===== src/rtl/skew_pkg.sv =====
// Shared types for the skew buffer: FSM states, lane timing modes and the
// per-lane delay helper used when sizing and steering the lane chains.
package skew_pkg;

  typedef enum logic [1:0] {
    IDLE   = 2'd0,
    STREAM = 2'd1,
    DRAIN  = 2'd2
  } state_t;

  typedef enum logic {
    SKEW   = 1'b0,
    DESKEW = 1'b1
  } mode_t;

  // Extra delay (beyond the single output register) applied to lane k.
  function automatic int lane_delay(input mode_t m, input int lanes, input int k);
    return (m == DESKEW) ? (lanes - 1 - k) : k;
  endfunction

endpackage


===== src/rtl/skew_lane.sv =====
// One lane of the skew buffer: an en-gated shift chain of data+valid whose
// output is always the last stage; inj picks which stage the input enters.
module skew_lane #(
  parameter int DEPTH  = 1,
  parameter int DATA_W = 32,
  localparam int IW    = (DEPTH > 1) ? $clog2(DEPTH) : 1
) (
  input  logic              clk,
  input  logic              rst,
  input  logic              en,
  input  logic [IW-1:0]     inj,
  input  logic              in_vld,
  input  logic [DATA_W-1:0] in_data,
  output logic              out_vld,
  output logic [DATA_W-1:0] out_data
);

  logic [DATA_W-1:0] data_p [DEPTH];
  logic [DEPTH-1:0]  vld_p;

  // Stages ahead of the injection point are flushed with bubbles so that
  // a short delay never exposes stale words from a previous tile.
  always_ff @(posedge clk or negedge rst) begin
    if (!rst) begin
      for (int j = 0; j < DEPTH; j++) begin
        data_p[j] <= '0;
      end
      vld_p <= '0;
    end else if (en) begin
      for (int j = 0; j < DEPTH; j++) begin
        if (IW'(j) < inj) begin
          data_p[j] <= '0;
          vld_p[j]  <= 1'b0;
        end else if (IW'(j) == inj) begin
          data_p[j] <= in_vld ? in_data : '0;
          vld_p[j]  <= in_vld;
        end else begin
          data_p[j] <= data_p[(j > 0) ? j - 1 : 0];
          vld_p[j]  <= vld_p[(j > 0) ? j - 1 : 0];
        end
      end
    end
  end

  assign out_data = data_p[DEPTH-1];
  assign out_vld  = vld_p[DEPTH-1];

endmodule


===== src/rtl/skew_buffer.sv =====
// Row-to-diagonal skew buffer with tile framing (IDLE/STREAM/DRAIN).
// Optional deskew mode is enabled by defining SKEW_BUFFER_DESKEW_EN.
module skew_buffer
  import skew_pkg::*;
#(
  parameter int LANES  = 4,
  parameter int DATA_W = 32
) (
  input  logic              clk,
  input  logic              rst,
  input  logic              en,
`ifdef SKEW_BUFFER_DESKEW_EN
  input  logic              mode,
`endif
  input  logic              in_valid,
  input  logic              in_last,
  input  logic [DATA_W-1:0] in_data [LANES],
  output logic              in_ready,
  output logic [DATA_W-1:0] out_data [LANES],
  output logic [LANES-1:0]  out_valid,
  output logic              out_last,
  output logic              busy,
  output logic              done
);

  localparam int CNT_W = $clog2(LANES) + 1;

  state_t            state_q, state_d;
  logic [CNT_W-1:0]  cnt_q, cnt_d;
  logic              done_q, done_d;
  logic              accept;

  assign accept   = en & in_valid & in_ready;
  assign in_ready = (state_q != DRAIN);
  assign busy     = (state_q != IDLE);
  assign out_last = (state_q == DRAIN) && (cnt_q == '0);
  assign done     = done_q;

  always_ff @(posedge clk or negedge rst) begin
    if (!rst) begin
      state_q <= IDLE;
      cnt_q   <= '0;
      done_q  <= 1'b0;
    end else begin
      state_q <= state_d;
      cnt_q   <= cnt_d;
      done_q  <= done_d;
    end
  end

  // The drain count covers the longest lane, so out_last lines up with the
  // final word of the tile regardless of lane ordering.
  always_comb begin
    state_d = state_q;
    cnt_d   = cnt_q;
    done_d  = 1'b0;
    unique case (state_q)
      IDLE, STREAM: begin
        if (accept) begin
          if (in_last) begin
            state_d = DRAIN;
            cnt_d   = CNT_W'(LANES - 1);
          end else begin
            state_d = STREAM;
          end
        end
      end
      DRAIN: begin
        if (en) begin
          if (cnt_q == '0) begin
            state_d = IDLE;
            done_d  = 1'b1;
          end else begin
            cnt_d = cnt_q - CNT_W'(1);
          end
        end
      end
      default: state_d = IDLE;
    endcase
  end

`ifdef SKEW_BUFFER_DESKEW_EN
  localparam int IW = $clog2(LANES);

  mode_t mode_q;
  mode_t mode_eff;

  always_ff @(posedge clk or negedge rst) begin
    if (!rst) begin
      mode_q <= SKEW;
    end else if (accept && (state_q == IDLE)) begin
      mode_q <= mode_t'(mode);
    end
  end

  // The first row of a tile must already use the mode being latched with it.
  assign mode_eff = (state_q == IDLE) ? mode_t'(mode) : mode_q;
`endif

  for (genvar k = 0; k < LANES; k++) begin : g_lane
`ifdef SKEW_BUFFER_DESKEW_EN
    localparam int DEPTH = LANES;
    logic [IW-1:0] inj;
    assign inj = IW'(LANES - 1 - lane_delay(mode_eff, LANES, k));
`else
    localparam int DEPTH = lane_delay(SKEW, LANES, k) + 1;
    localparam int LIW   = (DEPTH > 1) ? $clog2(DEPTH) : 1;
    logic [LIW-1:0] inj;
    assign inj = '0;
`endif

    skew_lane #(
      .DEPTH  (DEPTH),
      .DATA_W (DATA_W)
    ) u_lane (
      .clk      (clk),
      .rst      (rst),
      .en       (en),
      .inj      (inj),
      .in_vld   (accept),
      .in_data  (in_data[k]),
      .out_vld  (out_valid[k]),
      .out_data (out_data[k])
    );
  end

endmodule


===== config.mk =====
export PLATFORM = sky130hd
export DESIGN_NAME = skew_buffer
export DESIGN_NICKNAME = d
export VERILOG_FILES = /design/src/rtl/skew_pkg.sv /design/src/rtl/skew_lane.sv /design/src/rtl/skew_buffer.sv
export SDC_FILE = /design/constraint.sdc
export NUM_CORES = 1
export LEC_CHECK = 0
export CORE_AREA = 2 2 183 185
export DETAILED_ROUTE_END_ITERATION = 10
export DIE_AREA = 0 0 185 187
export GPL_TIMING_DRIVEN = 0
export PLACE_DENSITY = 0.77
export SYNTH_ARGS = -nofsm -noshare
export SYNTH_HDL_FRONTEND = slang
export SYNTH_HIERARCHICAL = 1
export SYNTH_SLANG_ARGS = --single-unit
export TNS_END_PERCENT = 1

===== constraint.sdc =====
create_clock -name clk -period 1.7 [get_ports clk]
set_input_delay 0.34 -clock clk [delete_from_list [all_inputs] [get_ports clk]]
set_output_delay 0.34 -clock clk [all_outputs]
set_load 0.01 [all_outputs]

==> results.md, run 1 <==
* Status: complete, but fails checks
* Failing checks: negative setup slack
* Via density at 5.662
* Async SR Flop Fraction at 100.0%
* WL final at roughly 43000 µm
* Top layer in use: met5
* CP required at 1360 ps
* Syn_area_per_cell at 11.12 µm²
* Final WS setup at -125.6 ps
* Drt wl/cell at 19.25 µm
* Final hold slack at 362.8 ps
* # port buffers at 268
* Share of post-route cells with drive strength above 1 at between 20% and 30%
* Maximum VDD drop at 0.8158 mV
* Setup WS pre-CTS at -1604 ps
* Clk_lat worst skew at 510 ps
* H-tree level count at 2
* Placer Congestion at 0.8343
* HP Class: in2async
* Worst slew margin at 53.52%
* Synth area leader: dfrtp_1
* CTS Buffer Depth at 3
* Slowest cell delay on critical path at 400 ps
* Post-layout minimum cycle time at around 1800 ps
* Die area at 34600 µm²
* Critical path cell sequence: nand2b_4 -> buf_12 -> nor2_4 -> buf_6
* PwrDens at 984.5 nW/µm²
* Top_reg_cell synth: dfrtp_1
* IO Count at between 200 and 300
* Final Max Tran Viols at 0
* HPWL after detailed placement at 28490 µm
* CTS tree: built
* Synth unique cells at 51
* Crit Path Max Fanout at 4
* Grt ovf at 0
* Synth Cell Area at 15870 µm²
* Fmax at 0.5478 GHz
* GRT Total Usage at 24.83%
* Post-DRT Antenna Nets at 0
* Die H at 187 µm
* Number of global-route vias before repair at around 13000
* Crit path DAT at roughly 1500 ps
* Crit-path slowest cell: dfrtp_1
* Post-synthesis register bit count at 336
* Max Cap Viol at 0
* Placement Rows at 67
* Post-synth EDFFs at 0
* Final setup skew at 19.71 ps
* Cells after synthesis at 1428
* RSZ-0062 raised after global routing: true
* Setup violators final at 16
* Clk sinks at 336
* Routed wl met3 at 3225 µm
* Cts bufs inserted at 37
* First-pass GRT wire length at 68790 µm
* Area delta synth->final at 29.05%
* DR WL met2 at between 20000 and 25000 µm
* WP buf/inv at 2
* Syn. warnings at 6
* Period utilization at 107.4%
* Clock root cell: clkbuf_16
* Largest net degree at the start of global routing at 128
* Top cells by area, synth: dfrtp_1 (53%), a221o_1 (6.1%), buf_4 (5.7%), o22ai_2 (4.7%), a22o_1 (3.5%)
* Worst slew pin tran at 694.1 ps
* Die X at 185 µm
* Detailed-route via count at 12729
* Core area at 32860 µm²
* # nets final at 1908
* Post-synth top area share at 52.97%
* Final Hold Viols at 0
* Delay-heaviest family, CP: flip-flops
* Starting Density at between 40% and 50%
* Startpoint Class: register
* TritonRoute pass-1 iters at 5
* Drc violations at 0
* Clk pin slew, worst setup/hold paths at 60 ps
* Sequential element share of the synthesized area at 52.97%
* Critical setup path kind: reg2out
* Leakage at 9.677 nW
* Final core utilization at about 62%
* Initial antenna violation count at 3
* Metal-1 WL at 18020 µm
* Initial drt markers at approximately 1100
* Worst setup EP type: output pin
-- cells in the final DEF (no fill, tap or decap), types with 3 or more instances in the layout --
cell,n
dfrtp_1,335
buf_4,223
clkdlybuf4s50_1,130
nand2_1,98
a221o_1,97
nor2_1,83
a31oi_1,81
inv_1,72
a22o_1,64
o22ai_2,60
nor2b_1,51
clkbuf_1,42
clkbuf_16,38
dlygate4sd2_1,37
nand2b_1,35
nand3_1,34
buf_2,32
nand4_1,32
buf_6,28
and3b_1,27
conb_1,24
and3_1,18
a21oi_1,17
o2bb2ai_1,15
and2b_1,14
a32oi_1,14
clkbuf_8,10
mux2i_1,7
buf_8,6
o22ai_1,5
clkbuf_2,5
and3b_2,5
inv_2,4
and4b_1,4
nand2b_4,3
bufinv_16,3
clkinvlp_4,3
buf_12,3
-- per-stage QoR --
step	std cells	instance area [µm²]	power (W)	setup TNS, ps
floorplan	1451	15980	0.01051	-7.466
global placement	2167	19220	0.01196	-5172540
global route	2247	20480	0.02101	-2449
CTS	2244	20400	0.02022	-4325
detailed placement	2169	19280	0.01203	-379900
finish	2248	20490	0.02017	-243.6
-- cell usage after synthesis (36+ instances only) --
cell type	n
dfrtp_1	336
buf_4	121
nand2_1	99
a221o_1	97
nor2_1	84
a31oi_1	81
inv_1	74
a22o_1	64
o22ai_2	60
nor2b_1	51
clkbuf_1	38
nand2b_1	36
-- where the power goes --
part           internal (W)  switching [W]  total [W]
registers           0.00847       0.000293    0.00877
clock network       0.00492        0.00321    0.00813
logic               0.00159        0.00168    0.00327
total                0.0150        0.00519     0.0202
-- state kept, by name (all words and copies together), names as in the netlist --
name / cells
cnt_q: 3
g_lane.u_lane/data_p: 192
state_q: 2
g_lane.u_lane/vld_p: 9
done: 1
g_lane.u_lane/out_vld: 1
g_lane.u_lane/out_data: 128
-- per-layer routing --
| metal | up-vias | GRT usage [%] |
|---|---|---|
| met1 | 6383 | 33.79 |
| met2 | 522 | 40.65 |
| met5 | - | 0 |
| li1 | 5742 | - |
| met4 | 4 | 7.082 |
| met3 | 78 | 4.673 |
-- what timing repair did --
| action | in CTS | in global routing |
|---|---|---|
| gates resized for setup | 178 | 14 |
| endpoints found under the setup margin | 468 | 213 |
| hold buffers | 1 | 0 |
| gates cloned | 2 | 1 |
| buffers inserted | 7 | 3 |
| pin swaps | 5 | 16 |
| endpoints found under the hold margin | 88 | 0 |
-- cell type report --
class,count,area [µm²]
Antenna cell,1,2.502
Clock buffer,55,1094
Sequential cell,336,8409
Buffer,222,1593
Multi-Input combinational cell,816,5798
Inverter,76,285.3
Clock inverter,10,143.9
Tap cell,448,560.5
Timing Repair Buffer,284,2600
Fill cell,2715,12380
-- worst paths after layout --
path	startpoint	slack [ps]	end	depth (start not counted)
max in group asynchronous	rst	290	g_lane[3].u_lane/data_p[98]	3
min in group clk	en	370	state_q[0]	2
worst min register to register	g_lane[3].u_lane/vld_p[0]	480	g_lane[3].u_lane/vld_p[0]	1
worst min-delay path	rst	360	g_lane[2].u_lane/out_data[17]	2
worst max-delay path	state_q[0]	-130	out_last	4
worst max register to register	state_q[0]	-20	g_lane[3].u_lane/data_p[102]	7
-- cell families (layout without fill, tap and decap cells) --
| group | Yosys count | in the layout | share of synthesized area, % |
|---|---|---|---|
| AOI/OAI and AO/OA | 364 | 364 | 20.49 |
| adders and majority gates | 2 | 2 | 0.1576 |
| buffers and inverters | 299 | 647 | 11.46 |
| DFF | 336 | 336 | 52.97 |
| muxes | 7 | 7 | 0.4414 |
| other | 1 | 25 | 0.02362 |
| and+or+nand+nor | 419 | 419 | 14.46 |
Power figures use the tool's default switching activity.
==> inputs of run 2 (changes only) <==
--- a/config.mk
+++ b/config.mk
@@ -10,6 +10,8 @@
 export DIE_AREA = 0 0 185 187
 export GPL_TIMING_DRIVEN = 0
 export PLACE_DENSITY = 0.77
+export RECOVER_POWER = 50
+export SLEW_MARGIN = 20
 export SYNTH_ARGS = -nofsm -noshare
 export SYNTH_HDL_FRONTEND = slang
 export SYNTH_HIERARCHICAL = 1
==> run 2 against run 1 <==
Effect of this change:
- the run still ends with negative setup slack left
- combinational power is essentially flat
- clock skew grew 5.7 ps
- sequential power is essentially flat
- sequential cell count is the same
- clock power grew 6.2%
- first-iteration DRC count shrank 3.1%
- fmax grew 2.0%
- via count shrank 0.11%
- sequential share of layout area is essentially flat
- hold slack lost 270 ps
- critical endpoint unchanged
==> results.md, run 2 (same netlist as run 1, synthesis figures left out) <==
* Status: complete, but fails checks (unchanged)
* Failing checks: negative setup slack (unchanged)
* Number of global-route vias before repair at 12931 (was 12808)
* Worst setup EP type: output pin (unchanged)
* PwrDens at 1008 nW/µm² (was 984.5 nW/µm²)
* Max Cap Viol at 0 (unchanged)
* Critical setup path kind: reg2out (unchanged)
* Initial antenna violation count at 3 (unchanged)
* Fmax at 0.5586 GHz (was 0.5478 GHz)
* Worst slew pin tran at 1248 ps (was 694.1 ps)
* Commonest non-fill, non-tap cells in the layout: dfrtp_1 (335), buf_4 (219), clkdlybuf4s50_1 (130) (was dfrtp_1 (335), buf_4 (223), clkdlybuf4s50_1 (130))
* HP Class: in2async (unchanged)
* Max FFs per register at 192 (unchanged)
* Most common cell after layout, fill and taps aside: dfrtp_1 (unchanged)
* Setup violators final at 32 (was 16)
* Final WS setup at -90.11 ps (was -125.6 ps)
* Final setup skew at 25.37 ps (was 19.71 ps)
* Critical R2R Launch: state_q[0] (unchanged)
* Placer Congestion at 0.8343 (unchanged)
* First-pass GRT wire length at 69310 µm (was 68790 µm)
* Detailed-route via count at 12715 (was 12729)
* R2R setup slack at -40 ps (was -20 ps)
* Cts bufs inserted at 38 (was 37)
* Clk sinks at 336 (unchanged)
* Core area at 32860 µm² (unchanged)
* Total power at 0.02066 W (was 0.02017 W)
* Crit Path Max Fanout at 4 (unchanged)
* GRT Total Usage at 24.97% (was 24.83%)
* WL final at 43010 µm (was 43270 µm)
* Period utilization at 105.3% (was 107.4%)
* Placed Instance Area at 19300 µm² (was 19280 µm²)
* H-tree level count at 2 (unchanged)
* CP required at 1360 ps (about the same)
* Die area at 34600 µm² (unchanged)
* Drc violations at 0 (unchanged)
* IO Count at 269 (unchanged)
* Leakage at 9.681 nW (was 9.677 nW)
* Via density at 5.649 (was 5.662)
* # port buffers at 268 (unchanged)
* Final hold slack at 94.52 ps (was 362.8 ps)
* Worst slew margin at 16.81% (was 53.52%)
* Met2 Use GR at 40.48% (was 40.65%)
* Setup_tns at -782.1 ps (was -243.6 ps)
* Die H at 187 µm (unchanged)
* Final Hold Viols at 0 (unchanged)
* Maximum VDD drop at 0.6949 mV (was 0.8158 mV)
* Crit path DAT at 1450 ps (was 1490 ps)
* HPWL after detailed placement at 28780 µm (was 28490 µm)
* Starting Density at 48.31% (unchanged)
* RR Endpoint: g_lane[2].u_lane/data_p[90] (was g_lane[3].u_lane/data_p[102])
* Reg with most FFs: g_lane.u_lane/data_p (unchanged)
* Startpoint Class: register (unchanged)
* Final core utilization at 62.37% (was 62.34%)
* Post-layout minimum cycle time at 1790 ps (was 1826 ps)
* Area delta synth->final at 29.11% (was 29.05%)
* Clk pin slew, worst setup/hold paths at 60 ps (about the same)
* TritonRoute pass-1 iters at 7 (was 5)
* Largest net degree at the start of global routing at 102 (was 128)
* GR peak layer: met2 (unchanged)
* Grt ovf at 0 (unchanged)
* CTS tree: built (unchanged)
* CTS Buffer Depth at 3 (unchanged)
* M3 GR Usage at 4.556% (was 4.673%)
* R2R cell count at 7 (unchanged)
* # nets final at 1909 (was 1908)
* Final instance area at 20490 µm² (about the same)
* Share of post-route cells with drive strength above 1 at 24.20% (was 24.74%)
* Met1 usage at 34.04% (was 33.79%)
* Post-DRT Antenna Nets at 0 (unchanged)
* Die X at 185 µm (unchanged)
* Placement Rows at 67 (unchanged)
* Drt wl/cell at 19.11 µm (was 19.25 µm)
* RSZ-0062 raised after global routing: true (unchanged)
* Final Max Tran Viols at 0 (unchanged)
* Clk_lat worst skew at 520 ps (was 510 ps)
* Initial drt markers at 1034 (was 1067)
* Clock root cell: clkbuf_16 (unchanged)
run 2: cell count changes in the layout (fill, tap and decap cells not counted), moves of 3 or more:
cell / delta
buf_8: -3
clkbuf_1: +11
clkbuf_4: +3
clkinvlp_4: -3
clkinv_2: +5
buf_4: -4
buf_2: -8
run 2: timing repair:
action                     4_1_cts  5_1_grt
gates resized for setup        175        9
cloned                           1        0
pin swaps                        9       10
setup buffers                   10        1
hold endpoints to repair        85       85
setup endpoints to repair      275      157
run 2: through the flow:
stage	setup WS [ps]	instances
after global routing	-153.8	2250
final	-90.11	2251
after global placement	-14310	2167
after detailed placement	-781.2	2170
after CTS	-165.5	2249
after floorplan	-0.2733	1451
run 2: where the power goes:
part / switching (W) / internal, W
clock network: 0.00326 / 0.00537
logic: 0.00169 / 0.00157
registers: 0.000289 / 0.00848
run 2: layer usage:
metal	part of all wire, %	up-vias
li1	-	5747
met1	42	6337
met2	48	527
met3	7.5	100
met4	2.6	4
met5	0.060	-
run 2: how the worst max path moves through the flow:
stage / startpoint / end / slack [ps] / cells after the start
floorplan: state_q[0] / g_lane[2].u_lane/data_p[86] / -0.3 / 6
global placement: rst / g_lane[3].u_lane/data_p[111] / -14310 / 1
detailed placement: en / g_lane[3].u_lane/data_p[112] / -780 / 7
CTS: cnt_q[1] / out_last / -170 / 5
global route: cnt_q[0] / out_last / -150 / 5
finish: cnt_q[0] / out_last / -90 / 5
run 2: critical path: stages (launching register included):
cell and delay, ps:
dfrtp_1 380, inv_2 90, ha_4 160, nand2_4 60, nor2_4 110, buf_6 120
run 2: cell type report:
type / count / area, µm²
Antenna cell: 1 / 2.502
Buffer: 223 / 1564
Clock buffer: 55 / 1126
Clock inverter: 13 / 212.7
Fill cell: 2729 / 12370
Inverter: 76 / 285.3
Multi-Input combinational cell: 816 / 5784
Sequential cell: 336 / 8409
Tap cell: 448 / 560.5
Timing Repair Buffer: 283 / 2550
